`config.mk`:
```
export PLATFORM = sky130hd
export DESIGN_NAME = muldiv_unit
export DESIGN_NICKNAME = d
export VERILOG_FILES = /design/src/rtl/muldiv_unit.sv
export SDC_FILE = /design/constraint.sdc
export NUM_CORES = 1
export LEC_CHECK = 0
export BUFFER_PORTS_ARGS = -buffer_cell sky130_fd_sc_hd__buf_2
export CAP_MARGIN = 10
export CORE_ASPECT_RATIO = 0.7
export CORE_MARGIN = 1
export CORE_UTILIZATION = 40
export DETAILED_ROUTE_END_ITERATION = 8
export PLACE_DENSITY = 0.59
export SYNTH_ARGS = -nofsm -noshare
export SYNTH_HDL_FRONTEND = slang
export SYNTH_SLANG_ARGS = --single-unit
export TNS_END_PERCENT = 20
```
`constraint.sdc`:
```
create_clock -name clk -period 25.2 [get_ports clk]
set_clock_uncertainty 0.15 [all_clocks]
set_input_delay 5.04 -clock clk [delete_from_list [all_inputs] [get_ports clk]]
set_output_delay 5.04 -clock clk [all_outputs]
set_load 0.05 [all_outputs]
```
`src/rtl/muldiv_unit.sv`:
```
// Multi-cycle multiply/divide unit with HI/LO result registers.
// Shift-add multiplier and restoring divider on operand magnitudes, sign fix-up in a final cycle.
module muldiv_unit #(
  parameter int unsigned WIDTH = 32,
  parameter int unsigned CNT_W = $clog2(WIDTH)
) (
  input  logic             clk,
  input  logic             rst,
  input  logic             start,
  input  logic [1:0]       op,
  input  logic [WIDTH-1:0] a,
  input  logic [WIDTH-1:0] b,
  input  logic             hi_we,
  input  logic             lo_we,
  input  logic [WIDTH-1:0] wdata,
  output logic             busy,
  output logic             done,
  output logic             dz,
  output logic [WIDTH-1:0] hi,
  output logic [WIDTH-1:0] lo
);

  typedef enum logic [1:0] {StIdle, StCalc, StFix} state_e;

  state_e               state_q, state_d;
  logic                 div_q, div_d;
  logic [WIDTH-1:0]     a_q, a_d;
  logic [WIDTH-1:0]     b_q, b_d;
  logic [WIDTH-1:0]     ma_q, ma_d;
  logic [WIDTH-1:0]     mb_q, mb_d;
  logic                 sgn_pq_q, sgn_pq_d;
  logic                 sgn_r_q, sgn_r_d;
  logic [CNT_W-1:0]     cnt_q, cnt_d;
  logic [2*WIDTH-1:0]   prod_q, prod_d;
  logic [WIDTH-1:0]     rem_q, rem_d;
  logic [WIDTH-1:0]     hi_q, hi_d;
  logic [WIDTH-1:0]     lo_q, lo_d;
  logic                 dz_q, dz_d;
  logic                 busy_q, busy_d;
  logic                 done_q, done_d;

  logic                 signed_in;
  logic [WIDTH-1:0]     ma_in, mb_in;
  logic [WIDTH:0]       msum;
  logic [WIDTH:0]       rem_sh;
  logic                 rem_ge;
  logic [WIDTH-1:0]     rem_sub;
  logic [2*WIDTH-1:0]   prod_f;
  logic [WIDTH-1:0]     quo_f, rem_f;

  assign signed_in = ~op[0];
  assign ma_in     = (signed_in && a[WIDTH-1]) ? -a : a;
  assign mb_in     = (signed_in && b[WIDTH-1]) ? -b : b;

  // Multiply: prod holds {partial sum, remaining multiplier bits}.
  assign msum = {1'b0, prod_q[2*WIDTH-1:WIDTH]} + {1'b0, (prod_q[0] ? ma_q : '0)};

  // Divide: prod[WIDTH-1:0] shifts dividend bits out and quotient bits in.
  assign rem_sh  = {rem_q, prod_q[WIDTH-1]};
  assign rem_ge  = rem_sh >= {1'b0, mb_q};
  assign rem_sub = WIDTH'(rem_sh - {1'b0, mb_q});

  assign prod_f = sgn_pq_q ? -prod_q : prod_q;
  assign quo_f  = sgn_pq_q ? -prod_q[WIDTH-1:0] : prod_q[WIDTH-1:0];
  assign rem_f  = sgn_r_q ? -rem_q : rem_q;

  always_comb begin
    state_d  = state_q;
    div_d    = div_q;
    a_d      = a_q;
    b_d      = b_q;
    ma_d     = ma_q;
    mb_d     = mb_q;
    sgn_pq_d = sgn_pq_q;
    sgn_r_d  = sgn_r_q;
    cnt_d    = cnt_q;
    prod_d   = prod_q;
    rem_d    = rem_q;
    hi_d     = hi_q;
    lo_d     = lo_q;
    dz_d     = dz_q;
    busy_d   = busy_q;
    done_d   = 1'b0;

    unique case (state_q)
      StIdle: begin
        if (hi_we) hi_d = wdata;
        if (lo_we) lo_d = wdata;
        if (start) begin
          div_d    = op[1];
          a_d      = a;
          b_d      = b;
          ma_d     = ma_in;
          mb_d     = mb_in;
          sgn_pq_d = signed_in & (a[WIDTH-1] ^ b[WIDTH-1]);
          sgn_r_d  = signed_in & a[WIDTH-1];
          cnt_d    = '0;
          dz_d     = 1'b0;
          prod_d   = {{WIDTH{1'b0}}, (op[1] ? ma_in : mb_in)};
          rem_d    = '0;
          busy_d   = 1'b1;
          state_d  = StCalc;
        end
      end
      StCalc: begin
        if (div_q) begin
          rem_d              = rem_ge ? rem_sub : rem_sh[WIDTH-1:0];
          prod_d[WIDTH-1:0]  = {prod_q[WIDTH-2:0], rem_ge};
        end else begin
          prod_d = {msum, prod_q[WIDTH-1:1]};
        end
        cnt_d = cnt_q + CNT_W'(1);
        if (cnt_q == CNT_W'(WIDTH - 1)) state_d = StFix;
      end
      StFix: begin
        if (div_q) begin
          if (b_q == '0) begin
            dz_d = 1'b1;
            lo_d = '1;
            hi_d = a_q;
          end else begin
            lo_d = quo_f;
            hi_d = rem_f;
          end
        end else begin
          {hi_d, lo_d} = prod_f;
        end
        done_d  = 1'b1;
        busy_d  = 1'b0;
        state_d = StIdle;
      end
      default: state_d = StIdle;
    endcase
  end

  always_ff @(posedge clk or posedge rst) begin
    if (rst) begin
      state_q  <= StIdle;
      div_q    <= 1'b0;
      a_q      <= '0;
      b_q      <= '0;
      ma_q     <= '0;
      mb_q     <= '0;
      sgn_pq_q <= 1'b0;
      sgn_r_q  <= 1'b0;
      cnt_q    <= '0;
      prod_q   <= '0;
      rem_q    <= '0;
      hi_q     <= '0;
      lo_q     <= '0;
      dz_q     <= 1'b0;
      busy_q   <= 1'b0;
      done_q   <= 1'b0;
    end else begin
      state_q  <= state_d;
      div_q    <= div_d;
      a_q      <= a_d;
      b_q      <= b_d;
      ma_q     <= ma_d;
      mb_q     <= mb_d;
      sgn_pq_q <= sgn_pq_d;
      sgn_r_q  <= sgn_r_d;
      cnt_q    <= cnt_d;
      prod_q   <= prod_d;
      rem_q    <= rem_d;
      hi_q     <= hi_d;
      lo_q     <= lo_d;
      dz_q     <= dz_d;
      busy_q   <= busy_d;
      done_q   <= done_d;
    end
  end

  assign busy = busy_q;
  assign done = done_q;
  assign dz   = dz_q;
  assign hi   = hi_q;
  assign lo   = lo_q;

endmodule

```
==> impl_summary.txt <==
----------------------------------------------------
[Setup path]
  CP most frequent cell ... sky130_fd_sc_hd__o21ai_0
  Largest delay contributor family on the critical path ... simple AND/OR/NAND/NOR gates
  Critical path data arrival time ... 7.80 ns
  Required time reported for the critical path endpoint ... 25.44 ns
  Crit path capture type ... register
  Category of the most critical setup path ... input pin to register
  Cell breakdown of the critical path ... buf_2 > inv_1 > ha_1 > or4b_2 > nor3b_1 > and2_1 > nand3b_1 > o41ai_1 > xor2_1 > nand2_1 > o21ai_0 > o21ai_0
  Worst-path fanout max ... 4
  Crit path launch type ... input pin
  Number of cells on the critical path ... 12
  Worst-case reg-to-reg path depth ... 14
  Sum of buffers and inverters on the critical path ... 2
  Worst path max stage delay ... 0.63 ns
  Slowest stage cell on the critical path ... sky130_fd_sc_hd__or4b_2

[Global route]
  GRT overflow ... 0
  Via count of the first global-routing pass ... 17257
  Antenna violations before repair ... 1
  Overall fraction of global-route tracks in use ... 29.7%
  First-pass GRT wire length ... 113 mm
  Maximum number of pins on one net before global-route repair ... 104

[Timing]
  Summed negative setup slack over all endpoints ... 0 ns
  Total of endpoints with negative setup slack in the final report ... 0
  Min Clock Period, post-route ... 7.56 ns
  Final slew viol count ... 0
  Highest Clock Rate ... 132 MHz
  Slew headroom ... 27.6%
  Share of the clock period used by the worst path ... 30.0%
  Setup repair after global routing missed its margin ... false
  Measured slew at the worst slew-check pin ... 1.08 ns
  Count of final hold-check violations ... 0

[Die]
  Area of the die ... 0.0507 mm^2
  Count of standard-cell rows ... 68
  Initial core utilization ... 40.5%
  Die width ... 269 um
  Die Y-Extent ... 189 um
  Core area ... 0.0493 mm^2
  Number of ports placed on the die boundary ... 170

[Cells and area]
  Post-route cell area ... 0.0226 mm^2
  Number of nets in the final layout ... 2690
  Syn-to-layout area delta ... 13.2%
  Fraction of final layout cells with drive strength greater than 1 ... 11.9%
  Utilization of the core after routing ... 45.8%

[Run]
  # Max-Cap Violations ... 0

[Route]
  Average via count per standard cell ... 5.91
  Detailed Route Iter0 Violations ... 2482
  Wire length reported by the detailed router ... 76.0 mm
  Number of detailed-route iterations in the first pass ... 6
  DRC viols ... 0
  Number of nets still failing antenna checks after routing ... 0
  Routed wire length per instance ... 23.7 um
  Vias after detailed routing ... 18951

[Synth]
  Leading cell type by number of instances after synthesis ... sky130_fd_sc_hd__nand2_1
  Mapped Nets ... 2603
  Dominant combinational cell family by area after synthesis ... compound AO/OA/AOI/OAI gates
  Instance count of the mapped netlist ... 2428
  Unique cell type count in the Yosys netlist ... 73
  Simple-gate share of the synthesized area ... 19.2%
  Largest cells by area after synthesis ... sky130_fd_sc_hd__dfrtp_1 (38%), sky130_fd_sc_hd__nand2_1 (9.0%), sky130_fd_sc_hd__o21ai_0 (6.5%)
  Average size of a mapped cell ... 8.21 um^2
  Synthesized-area fraction occupied by adder cells ... 4.60%
  Netlist Area Pre-Place ... 0.0199 mm^2
  Portion of synthesized cell area occupied by the leading cell type ... 37.5%
  Synth Area in Compound Gates ... 22.4%
  Synth top cells by count ... sky130_fd_sc_hd__nand2_1 (479), sky130_fd_sc_hd__dfrtp_1 (299), sky130_fd_sc_hd__o21ai_0 (260), sky130_fd_sc_hd__a21oi_1 (160), sky130_fd_sc_hd__clkbuf_1 (141)
  Count of yosys warnings during synthesis ... 0
  FF+latch count, synth ... 299
  Post-synth top flop ... sky130_fd_sc_hd__dfrtp_1
  Ys async rst share ... 100%
  Proportion of synthesized chip area in sequential cells ... 37.5%
  Number of synthesized flops with an enable pin ... 0
  Largest area contributor in the netlist ... sky130_fd_sc_hd__dfrtp_1
  XOR/XNOR Fraction of Synth Area ... 8.79%
  Proportion of synthesized area in mux cells ... 3.11%

[Clocking]
  CTS Hold Bufs ... 0
  Clock latency on the worst-skew pair ... 0.55 ns
  Setup repair bufs after CTS ... 0
  Total clock sinks ... 299
  Largest buffer count on any clock path ... 3
  H-tree depth reported by CTS ... 2
  Gates resized, CTS repair ... 0
  Register clock-pin slew on the reported worst setup and hold paths ... 0.06 ns
  Number of buffers created by CTS ... 36
  CTS tree ... built
  Clock root buffer master ... sky130_fd_sc_hd__clkbuf_16

[Power and ir drop]
  Clock network fraction of total power ... 15.6%
  Power share of the sequential group ... 28.6%
  Pwr Density ... 159 mW/mm^2
  Gate power share ... 55.8%
  Total net switching power ... 1.82 mW
  Worst-case vdd ir drop ... 0.0000730 V
  Internal power ... 1.77 mW
  Static leakage power ... 9.82 nW
  Sw Share ... 50.8%

[Placed design]
  Count of buffers from port buffering ... 169
  Final weighted congestion in routability-driven placement ... 1.00
  Area post-placement ... 0.0213 mm^2
  HPWL after detailed placement ... 58.1 mm

[Hold path]
  Worst hold path stage count ... 2
  Worst min-delay path class ... register to register

[Run status]
  Result of the run ... finished, final reports clean

----------------------------------------------------
-- area by class of cell --
type | count | area, um^2
inverter | 76 | 293
clock inverter | 15 | 220
sequential | 299 | 7480
fill | 4852 | 26700
tap | 665 | 832
timing repair buffer | 203 | 1100
clock buffer | 48 | 1010
antenna | 1 | 2.50
multi-input combinational | 1899 | 11600
-- power groups by stage --
stage / clock (mW) / combinational (mW) / sequential (mW)
after floorplan: 0 / 1.33 / 1.03
after global routing: 0.585 / 2.20 / 1.04
after global placement: 0 / 1.94 / 1.01
after CTS: 0.564 / 1.98 / 1.01
final: 0.560 / 2.01 / 1.03
after detailed placement: 0 / 1.97 / 1.02
-- layer usage --
metal  up-vias  track usage [%]  wire (um)
li1       8767                -          -
met1      9206             48.4      37100
met2       905             38.5      29300
met3        73             7.50       8410
met4         0             5.00       1160
met5         -                0          0
-- path summary, 6_finish.rpt --
check | startpoint | to | slack (ns)
max in group asynchronous | rst | rem_q[18] | 18.91
hold reg to reg | ma_q[31] | ma_q[31] | 0.32
setup reg to reg | prod_q[0] | prod_q[61] | 20.75
min in group asynchronous | rst | prod_q[58] | 4.42
hold / removal | ma_q[31] | ma_q[31] | 0.32
setup / recovery | a[1] | prod_q[28] | 17.64
-- sequential cells by signal, indices dropped and copies added (netlist names), 31 cells and up --
signal and cells:
rem_q 32, hi 32, lo 32, b_q 32
a_q 32, ma_q 31, prod_q 64, mb_q 31
-- layout by cell type, fill, tap and decap left out, drive strengths merged, types with 28 or more instances in the layout --
master,synthesis,final
a211oi,40,40
a21o,30,30
a21oi,160,160
and2,39,39
buf,12,203
clkbuf,142,48
dfrtp,299,299
ha,70,70
inv,75,76
mux2i,54,54
nand2,479,479
nand3,28,28
nor2,109,109
o21ai,269,269
o22ai,39,39
o31ai,41,41
or3,28,28
xnor2,125,125
xor2,75,75
-- tightest hold or removal path, stage by stage, from the launching register on --
cell and delay (ns):
sky130_fd_sc_hd__dfrtp_1 0.33, sky130_fd_sc_hd__nand2_1 0.05, sky130_fd_sc_hd__nand2_1 0.05
-- metrics by stage --
stage | cells | total power, mW | setup slack (ns) | hold WS (ns)
6_report | 3206 | 3.59 | 17.64 | 0.319
5_1_grt | 3206 | 3.83 | 17.37 | 0.340
4_1_cts | 3205 | 3.55 | 17.64 | 0.322
3_5_place_dp | 3142 | 2.99 | 17.08 | 0.307
3_3_place_gp | 3142 | 2.95 | 17.13 | 0.307
2_1_floorplan | 2428 | 2.36 | 11.75 | 0.288
-- logic make-up (layout without fill, tap and decap cells) --
kind of cell / Yosys count / after routing
fa+ha+maj: 72 / 72
simple gates: 838 / 838
mux: 61 / 61
xor+xnor: 200 / 200
compound gates: 728 / 728
other cells: 0 / 1
buf+inv: 230 / 342
flops: 299 / 299
No activity file was read; power rests on OpenSTA's default activity.
